`src/rtl/i2s_rx.sv`:
```
// I2S receiver: oversamples async sck/lrck/sdin in the clk domain and delivers
// completed stereo frames (left then right) on a valid/ready interface.
module i2s_rx #(
   parameter int unsigned WIDTH       = 24,
   parameter int unsigned SYNC_STAGES = 2
) (
   input  logic             clk,
   input  logic             rst,
   input  logic             sck,
   input  logic             lrck,
   input  logic             sdin,
   output logic [WIDTH-1:0] out_left,
   output logic [WIDTH-1:0] out_right,
   output logic             out_valid,
   input  logic             out_ready,
   output logic             overflow,
   output logic             locked
);

   localparam int unsigned CW = $clog2(WIDTH + 1);

   logic [SYNC_STAGES-1:0] sck_sync, lrck_sync, sdin_sync;
   logic                   sck_s, lrck_s, sdin_s, sck_prev;
   logic                   l_prev, primed, left_have;
   logic [WIDTH-1:0]       shreg, left_hold;
   logic [CW-1:0]          bit_cnt;

   logic                   sck_rise, ch_edge, commit_left, commit_right, frame, load;
   logic [WIDTH-1:0]       shifted, aligned;
   logic [CW-1:0]          cnt_next;

   assign sck_s  = sck_sync[SYNC_STAGES-1];
   assign lrck_s = lrck_sync[SYNC_STAGES-1];
   assign sdin_s = sdin_sync[SYNC_STAGES-1];

   always_comb begin
      shifted  = shreg;
      cnt_next = bit_cnt;
      if (bit_cnt < CW'(WIDTH)) begin
         shifted  = {shreg[WIDTH-2:0], sdin_s};
         cnt_next = bit_cnt + 1'b1;
      end
      // short slots end up left-aligned with zero low bits
      aligned      = shifted << (CW'(WIDTH) - cnt_next);
      sck_rise     = sck_s & ~sck_prev;
      // first rise after reset only primes l_prev so reset cannot fake an lrck edge
      ch_edge      = sck_rise & primed & (lrck_s != l_prev);
      commit_left  = ch_edge & locked & ~l_prev;
      commit_right = ch_edge & locked & l_prev;
      frame        = commit_right & left_have;
      load         = frame & (~out_valid | out_ready);
   end

   always_ff @(posedge clk or negedge rst) begin
      if (!rst) begin
         sck_sync  <= '0;
         lrck_sync <= '0;
         sdin_sync <= '0;
         sck_prev  <= 1'b0;
         l_prev    <= 1'b0;
         primed    <= 1'b0;
         left_have <= 1'b0;
         shreg     <= '0;
         left_hold <= '0;
         bit_cnt   <= '0;
         out_left  <= '0;
         out_right <= '0;
         out_valid <= 1'b0;
         overflow  <= 1'b0;
         locked    <= 1'b0;
      end else begin
         sck_sync  <= {sck_sync[SYNC_STAGES-2:0], sck};
         lrck_sync <= {lrck_sync[SYNC_STAGES-2:0], lrck};
         sdin_sync <= {sdin_sync[SYNC_STAGES-2:0], sdin};
         sck_prev  <= sck_s;
         overflow  <= 1'b0;

         if (out_valid && out_ready)
            out_valid <= 1'b0;

         if (sck_rise) begin
            l_prev <= lrck_s;
            primed <= 1'b1;
            shreg  <= shifted;
            if (ch_edge) begin
               bit_cnt <= '0;
               locked  <= 1'b1;
               if (commit_left) begin
                  left_hold <= aligned;
                  left_have <= 1'b1;
               end
               if (commit_right)
                  left_have <= 1'b0;
            end else begin
               bit_cnt <= cnt_next;
            end
         end

         if (load) begin
            out_left  <= left_hold;
            out_right <= aligned;
            out_valid <= 1'b1;
         end else if (frame) begin
            overflow <= 1'b1;
         end
      end
   end

endmodule
```
`config.mk`:
```
export PLATFORM = sky130hd
export DESIGN_NAME = i2s_rx
export DESIGN_NICKNAME = d
export VERILOG_FILES = /design/src/rtl/i2s_rx.sv
export SDC_FILE = /design/constraint.sdc
export NUM_CORES = 1
export LEC_CHECK = 0
export BUFFER_PORTS_ARGS = -buffer_cell sky130_fd_sc_hd__clkbuf_2
export CAP_MARGIN = 20
export CORE_MARGIN = 1
export CORE_UTILIZATION = 30
export DETAILED_ROUTE_END_ITERATION = 12
export PLACE_DENSITY = 0.47
export RECOVER_POWER = 25
export SLEW_MARGIN = 30
export SYNTH_ARGS = -nofsm -noshare
export SYNTH_HDL_FRONTEND = slang
export SYNTH_SLANG_ARGS = --single-unit
export TNS_END_PERCENT = 30
```
`constraint.sdc`:
```
create_clock -name clk -period 3.5 [get_ports clk]
set_input_delay 0.175 -clock clk [delete_from_list [all_inputs] [get_ports clk]]
set_output_delay 0.175 -clock clk [all_outputs]
set_load 0.02 [all_outputs]
```
* After elaboration in Yosys (flattened, before gate mapping)
Index checks and enable logic that the tools add are counted.
** Word-level totals
- Register bits :: 114
- Output and inout bits :: 51
** Operators by class
- Add/sub/neg operators :: 2
- Magnitude comparators :: 1
- Eq/ne operators :: 1
- Shifts and indexed selects :: 1
- Mux-type cells :: 9
- Bitwise operators :: 12
- Reductions and logical operators :: 6
** Operators with widths (count)
- 24-bit 2-to-1 mux :: 1
- 24-bit by 5-bit << shifter with 24-bit output :: 1
- 5-bit 2-to-1 mux :: 2
- 1-bit bitwise AND :: 8
- 1-bit 2-to-1 mux :: 6
- 3-bit AND reduction :: 2
- 5-bit by 1-bit adder with 5-bit output (second input constant) :: 1
- 5-bit less-than comparator (second input constant) :: 1
- 5-bit subtractor (first input constant) :: 1
- 2-bit nonzero test :: 2
- 1-bit NOT :: 3
- 2-bit AND reduction :: 1
- 1-bit logical AND :: 1
- 1-bit != test :: 1
- 1-bit bitwise OR :: 1

* Logic depth before layout (Yosys ltp)
Gate-level depths: netlist of run 1.
- Word-level depth :: 9
- Gate-level depth with buffers :: 11
- Depth with buffers taken out :: 8

* Worst setup path before layout of run 1
Ideal clock, no wire load.
- Path kind :: register to register
- From :: reg bit_cnt[0]
- To :: reg left_hold[23]
- Library setup time :: 82 ps
- Arrival time :: 2512 ps
- Slack :: 906 ps
- Cell stages (with the launch flop) :: 9
- Path buffers :: 0
- Period minus slack after synthesis :: 2594 ps
- Cell sequence :: dfrtp_1 ha_1 a21boi_2 o21a_1 nor2_1 mux2_2 mux2_2 or3_1 a31oi_1
** Between the ends
- Word-level cells in the longest chain between the ends :: 4
** Ends and longest elaborated chain
- from (decl) :: RTL line 26 : logic [CW-1:0] bit_cnt;
- from (signal assigned) :: RTL line 95 : bit_cnt <= cnt_next;
- 5-bit by 1-bit adder with 5-bit output or 5-bit less-than comparator (tied branches) :: RTL line 41, 39
- 5-bit 2-to-1 mux :: RTL line 39 : if (bit_cnt < CW'(WIDTH)) begin
- 5-bit subtractor :: RTL line 44 : aligned = shifted << (CW'(WIDTH) - cnt_next);
- 24-bit by 5-bit << shifter with 24-bit output (*) :: RTL line 44
- to (signal assigned) :: RTL line 89 : left_hold <= aligned;
- to (decl) :: RTL line 25 : logic [WIDTH-1:0] shreg, left_hold;
Mark *: on every way between the ends. The rest lies on a longest branch, timed or not.
A chain may end at the register's enable or synchronous reset.

* Final worst setup path of run 1
- From :: reg bit_cnt[1]
- To :: reg out_right[20]
** Between the ends
- Word-level cells in the longest chain between the ends :: 4
** Ends and longest elaborated chain
- 5-bit by 1-bit adder with 5-bit output or 5-bit less-than comparator (tied branches) :: RTL line 41, 39
- 5-bit 2-to-1 mux :: RTL line 39
- 5-bit subtractor :: RTL line 44
- 24-bit by 5-bit << shifter with 24-bit output (*) :: RTL line 44
- to (signal assigned) :: RTL line 101 : out_right <= aligned;
- to (decl) :: RTL line 13 : output logic [WIDTH-1:0] out_right,
Marks and branches as above.

==> out/metrics.csv, run 1 <==
stage,metric,value,unit
synth,Synthesized Nets,620,
floorplanning,Starting Density,30.8,%
worst_setup_path,"Slowest-stage cell, CP",o21ai_0,
synth,top area cells in the synthesized netlist,"dfrtp_1 (47%), nand2_1 (9.3%), mux2_2 (8.5%), mux2i_1 (5.0%), o21ai_0 (3.5%)",
status,status,"complete, no violations",
clocking,CTS Sinks,114,
routing,TritonRoute pass-1 iters,4,
placed_design,Routability Congestion,0.887,
clocking,CTS clock-pin slew for the worst setup and hold paths,0.06,ns
timing,RSZ-0062 raised after global routing,false,
timing,Period minus WS final,3.19,ns
worst_setup_path,"Largest delay share family, worst path",compound AO/OA/AOI/OAI gates,
synth,"Top FF cell, synth",dfrtp_1,
power_and_ir_drop,leak pwr,3.40,nW
grt,total grt overflow,0,
cells_and_area,fraction of layout cells with a size suffix above 1,25.4,%
placed_design,I/O Buffers,56,
floorplanning,core area,19700,µm²
clocking,CTS tree,yes,
grt,vias in the first global route,4477,
routing,Initial DRC Count,240,
routing,Avg Vias per Cell,4.93,
timing,final setup fails,0,
clocking,CTS Buf Count,17,
grt,Overall Global Routing Usage,16.5,%
clocking,Clock Tree Buf Depth,2,
grt,initial antenna violation count,0,
synth,cell taking the most area after synthesis,dfrtp_1,
timing,FMAX,314,MHz
clocking,H-tree depth,4,
cells_and_area,final instance area,7250,µm²
timing,Final TNS setup,0,ns
run,max cap viols,0,
synth,post-synthesis sequential area ratio,47.1,%
routing,Remaining DRCs,0,
worst_setup_path,crit-path cells,ha_1 -> a21boi_2 -> or3_4 -> nand2_4 -> mux2_2 -> o21ai_0 -> a221oi_1 -> a31oi_1,
synth,top cell type's share of synthesized area,47.1,%
timing,final hold viol count,0,
floorplanning,Die Y,144,µm
floorplanning,Std-Cell Rows,51,
routing,DR vias,4679,
floorplanning,chip width,144,µm
worst_setup_path,Worst Path Arrival,3.53,ns
cells_and_area,"Area growth, synth to finish",19.7,%
power_and_ir_drop,power density cells,865,nW/µm²
floorplanning,Die ar.,20800,µm²
placed_design,placement-stage cell area,6640,µm²
grt,largest net degree at the start of global routing,63,
power_and_ir_drop,VDD IR-drop max,0.444,mV
worst_setup_path,"Buf+Inv Stages, Crit Path",0,
placed_design,dpl ws,0.361,ns
timing,Pins Over Slew Limit,0,
synth,Post-Synthesis Cells,613,
synth,"EDFF count, synth",0,
clocking,Root Driver,clkbuf_16,
worst_setup_path,WP data required,3.84,ns
routing,Routed WL,16300,µm
worst_setup_path,crit-path max FO,17,
synth,syn_area_per_cell,9.89,µm²
floorplanning,IO Count,57,
clocking,post-CTS setup-driven buffer insertion count,0,
clocking,Worst-Skew Late Latency,0.42,ns
worst_setup_path,Setup crit end kind,register,
synth,synthesized cell area,6060,µm²
synth,"Distinct cells, synth",67,
timing,Tcrit/Tclk final,91.1,%
worst_setup_path,CP peak stage delay,0.51,ns
worst_setup_path,Crit Path Class,register to register,
synth,Synth warnings,0,
min_path,Hold Crit Class,input port to register,
placed_design,post-detail-place hpwl,12100,µm
synth,Yosys reg bits,114,
timing,max_slew headroom,8.16,%
timing,worst slew pin tran,1.38,ns
grt,first-pass GRT wire length,25700,µm
worst_setup_path,CP startpoint kind,register,
timing,worst setup margin,0.311,ns
routing,routed length per placed instance,17.2,µm
cells_and_area,final net count,679,
timing,Worst Skew,0.00769,ns
routing,Antenna Violating Nets Remaining,0,
synth,Async SR Flop Fraction,100,%
cells_and_area,diode count,0,
-- through the flow --
step	std cells	utilization (%)	hold WS (ns)	power [mW]
finish	950	36.9	0.140	6.28
floorplan	613	-	-0.121	3.72
global route	950	36.9	0.170	6.65
CTS	950	36.9	0.0889	6.32
detailed placement	914	33.8	0.266	4.57
global placement	914	33.8	0.257	4.57
-- cells in the final DEF (no fill, tap or decap), drive strengths merged, types with 3 or more instances in the layout --
cell	n
or2	4
o211ai	6
a22o	4
nor2b	5
mux2i	32
xnor2	6
mux2	46
o21ai	46
dfrtp	114
clkinv	5
and2	3
clkbuf	74
a21oi	14
a21boi	8
nand2	152
a221oi	4
inv	9
o21a	3
or3	5
o31ai	9
nand2b	12
dlygate4sd3	4
nand3	9
buf	18
nor2	24
mux4	6
clkinvlp	3
and3	6
nor4	3
nor3	13
a31oi	7
-- worst reg2reg max path: cells and delay by family, from the launching register on --
kind,cells,cell delay [ns]
compound gates,4,1.19
fa+ha+maj,1,0.37
flops,1,0.49
mux,1,0.37
simple gates,2,0.67
-- final cells by class --
type	count	area, µm²
Fill cell	2057	12400
Multi-Input combinational cell	456	3010
Sequential cell	114	2850
Timing Repair Buffer	78	458
Clock buffer	18	429
Tap cell	265	332
Clock inverter	14	154
Inverter	5	18.8
-- registers in the layout, indices dropped and copies added, names as in the netlist, 2 cells and up --
| register | cells |
|---|---|
| left_hold | 24 |
| out_left | 24 |
| out_right | 24 |
| shreg | 24 |
| bit_cnt | 5 |
| lrck_sync | 2 |
| sck_sync | 2 |
| sdin_sync | 2 |
-- metal layers --
layer,up-vias,global-route usage [%],wire [µm]
li1,2285,-,-
met1,2286,22.6,8020
met2,91,25.9,7550
met3,17,3.48,556
met4,0,5.04,206
met5,-,0,0
-- cell families (layout without fill, tap and decap cells) --
| group | after synthesis | after routing | share of synthesized area [%] |
|---|---|---|---|
| muxes | 84 | 84 | 16.3 |
| DFF | 114 | 114 | 47.1 |
| buffers and inverters | 43 | 115 | 3.45 |
| xor gates and xnor gates | 8 | 8 | 1.71 |
| AOI/OAI and AO/OA | 119 | 119 | 13.1 |
| adders and majority gates | 1 | 1 | 0.206 |
| and+or+nand+nor | 244 | 244 | 18.1 |
-- path summary, 6_finish.rpt --
path / startpoint / end / slack, ns / cells past startpoint
min reg2reg: sdin_sync[0] / sdin_sync[1] / 0.34 / 0
max in group asynchronous: rst / bit_cnt[3] / 1.92 / 3
max reg2reg: bit_cnt[1] / out_right[20] / 0.31 / 8
min in group asynchronous: rst / out_left[4] / 0.59 / 2
max: bit_cnt[1] / out_right[20] / 0.31 / 8
min: out_ready / overflow / 0.14 / 3
-- power breakdown --
| group | total (mW) | switching (mW) | internal [mW] |
|---|---|---|---|
| Clock | 1.72 | 0.661 | 1.05 |
| Combinational | 2.71 | 1.63 | 1.08 |
| Sequential | 1.85 | 0.253 | 1.60 |
| Total | 6.28 | 2.54 | 3.74 |
-- Yosys cell counts, types with 2 or more instances --
master and n:
buf_6 2, nand2_1 150, o31ai_1 9, nor3_1 12, o211ai_1 6, a31oi_1 7, a21oi_1 12, mux4_2 6
o21a_1 3, mux2_2 46, xnor2_1 4, and3_1 6, a21boi_0 6, or3_1 4, clkbuf_1 18, a221oi_2 2
a221oi_1 2, inv_1 5, a211oi_1 2, a21oi_2 2, o22ai_1 2, a21boi_2 2, or2_2 3, a22o_1 4
nand3_1 9, o21ai_1 3, buf_4 4, and2_1 2, and4b_1 2, buf_2 13, nand2b_1 12, nor4_1 3
o32ai_1 2, nor2_1 24, xnor2_2 2, mux2i_1 30, a31o_2 2, a311oi_1 2, o21ai_0 42, dfrtp_1 114
nor2b_1 5, nand3b_1 2
-- timing repair --
item                      in CTS  in global routing
resized for setup              0                  0
hold buffers                   4                  0
hold endpoints to repair      55                  0
(Power assumes the default switching activity.)
==> inputs of run 2 (changes only) <==
PLACE_DENSITY = unset   (was 0.47)
==> run 2 against run 1 <==
Count of clock-buffer cells in the layout is 1 higher. Sequential power hardly changed. Routed wire length is 6.4% lower. Largest power group unchanged.
==> out/metrics.csv, run 2 (same netlist as run 1, synthesis figures left out) <==
stage,metric,value,unit
placed_design,post-detail-place hpwl,10800,µm
power_and_ir_drop,VDD IR-drop max,0.407,mV
cells_and_area,final net count,680,
cells_and_area,diode count,0,
timing,final setup fails,0,
timing,Worst Skew,0.0105,ns
clocking,CTS resizes,0,
timing,worst slew pin tran,1.39,ns
clocking,Clock Tree Buf Depth,2,
power_and_ir_drop,Tot Pwr,6.25,mW
routing,routed length per placed instance,16.1,µm
clocking,CTS tree,yes,
floorplanning,Die ar.,20800,µm²
cells_and_area,final instance area,7280,µm²
timing,Period minus WS final,3.09,ns
worst_setup_path,Worst Path Arrival,3.43,ns
routing,wire length on met1,7500,µm
clocking,CTS Sinks,114,
worst_setup_path,Setup crit end kind,register,
cells_and_area,fraction of layout cells with a size suffix above 1,25.8,%
routing,max layer used,met4,
worst_setup_path,"Largest delay share family, worst path",compound AO/OA/AOI/OAI gates,
worst_setup_path,"Buf+Inv Stages, Crit Path",0,
floorplanning,IO Count,57,
floorplanning,Std-Cell Rows,51,
worst_setup_path,crit-path cells,ha_1 -> a21boi_2 -> or3_4 -> nand2_4 -> mux2_2 -> o21ai_0 -> a221oi_1 -> a31oi_1,
status,status,"complete, no violations",
worst_setup_path,WP data required,3.84,ns
clocking,CTS clock-pin slew for the worst setup and hold paths,0.06,ns
timing,FMAX,324,MHz
worst_setup_path,CP peak stage delay,0.48,ns
power_and_ir_drop,power density cells,857,nW/µm²
timing,Tcrit/Tclk final,88.2,%
run,max cap viols,0,
grt,vias in the first global route,4467,
routing,Routed WL,15300,µm
floorplanning,chip width,144,µm
timing,max_slew headroom,7.15,%
cells_and_area,"commonest non-fill, non-tap cell in the layout",nand2_1,
routing,Avg Vias per Cell,4.97,
timing,Final TNS setup,0,ns
routing,met2 WL,6910,µm
routing,met3 WL post-DR,707,µm
worst_setup_path,"Slowest-stage cell, CP",dfrtp_1,
floorplanning,core area,19700,µm²
clocking,post-CTS setup-driven buffer insertion count,0,
worst_setup_path,CP startpoint kind,register,
routing,DR vias,4722,
grt,Overall Global Routing Usage,15.9,%
grt,largest net degree at the start of global routing,62,
grt,initial antenna violation count,0,
placed_design,I/O Buffers,56,
placed_design,Routability Congestion,0.919,
cells_and_area,most frequent cells in the layout,"nand2_1 (149), dfrtp_1 (114), clkbuf_2 (49)",
floorplanning,Starting Density,30.8,%
clocking,CTS Buf Count,17,
placed_design,placement-stage cell area,6640,µm²
timing,final hold viol count,0,
power_and_ir_drop,leak pwr,3.42,nW
grt,total grt overflow,0,
routing,Initial DRC Count,324,
clocking,H-tree depth,4,
worst_setup_path,crit-path max FO,17,
clocking,Root Driver,clkbuf_16,
cells_and_area,"Area growth, synth to finish",20.2,%
worst_setup_path,Crit Path Class,register to register,
timing,Pins Over Slew Limit,0,
routing,Remaining DRCs,0,
routing,TritonRoute pass-1 iters,7,
grt,first-pass GRT wire length,25200,µm
timing,RSZ-0062 raised after global routing,false,
routing,Antenna Violating Nets Remaining,0,
clocking,Worst-Skew Late Latency,0.42,ns
floorplanning,Die Y,144,µm
min_path,Hold Crit Class,input port to register,
==> run 2: changes by cell type in the layout (fill, tap and decap cells not counted), sizes merged <==
cell and change:
inv +1, clkbuf +1, clkinvlp -1, buf +1, clkinv -1
==> run 2: cell type report <==
type,count,area (µm²)
Fill cell,2010,12400
Multi-Input combinational cell,456,3010
Sequential cell,114,2850
Timing Repair Buffer,79,467
Clock buffer,19,453
Tap cell,265,332
Clock inverter,13,150
Inverter,5,18.8
==> run 2: repair_timing <==
| action | 4_1_cts | 5_1_grt |
|---|---|---|
| endpoints found under the hold margin | 56 | 0 |
| hold buffers | 4 | 0 |
| endpoints found under the setup margin | 0 | 0 |
==> run 2: routing by layer <==
metal / vias up / GRT usage (%)
met5: - / 0
li1: 2281 / -
met4: 0 / 5.10
met3: 13 / 3.91
met2: 132 / 24.1
met1: 2296 / 22.2
==> run 2: where the power goes <==
part	switching (mW)	internal (mW)	total (mW)	leakage, nW
Sequential	0.247	1.60	1.85	1.49
Clock	0.670	1.10	1.77	0.291
Combinational	1.57	1.06	2.63	1.64
Total	2.49	3.76	6.25	3.42
==> run 2: path summary, 6_finish.rpt <==
| kind | from | to | slack (ns) | depth (start not counted) |
|---|---|---|---|---|
| setup / recovery | bit_cnt[1] | out_right[20] | 0.41 | 8 |
| hold / removal | out_ready | overflow | 0.12 | 3 |
| setup reg to reg | bit_cnt[1] | out_right[20] | 0.41 | 8 |
| hold reg to reg | sck_sync[0] | sck_sync[1] | 0.35 | 0 |
| max in group asynchronous | rst | out_right[20] | 1.94 | 3 |
| min in group asynchronous | rst | out_left[7] | 0.59 | 2 |
==> run 2: through the flow <==
step	utilization [%]	setup slack [ns]	hold WS, ns	std cells
after global routing	37.1	0.288	0.158	951
after detailed placement	33.8	0.459	0.271	915
after CTS	37.1	0.462	0.0663	951
after global placement	33.8	0.555	0.267	915
after floorplan	-	0.906	-0.121	613
final	37.1	0.414	0.116	951
==> run 2: tightest hold or removal path: stages <==
cell and delay, ns:
clkbuf_2 0.07, nand2b_1 0.19, nor2_1 0.06
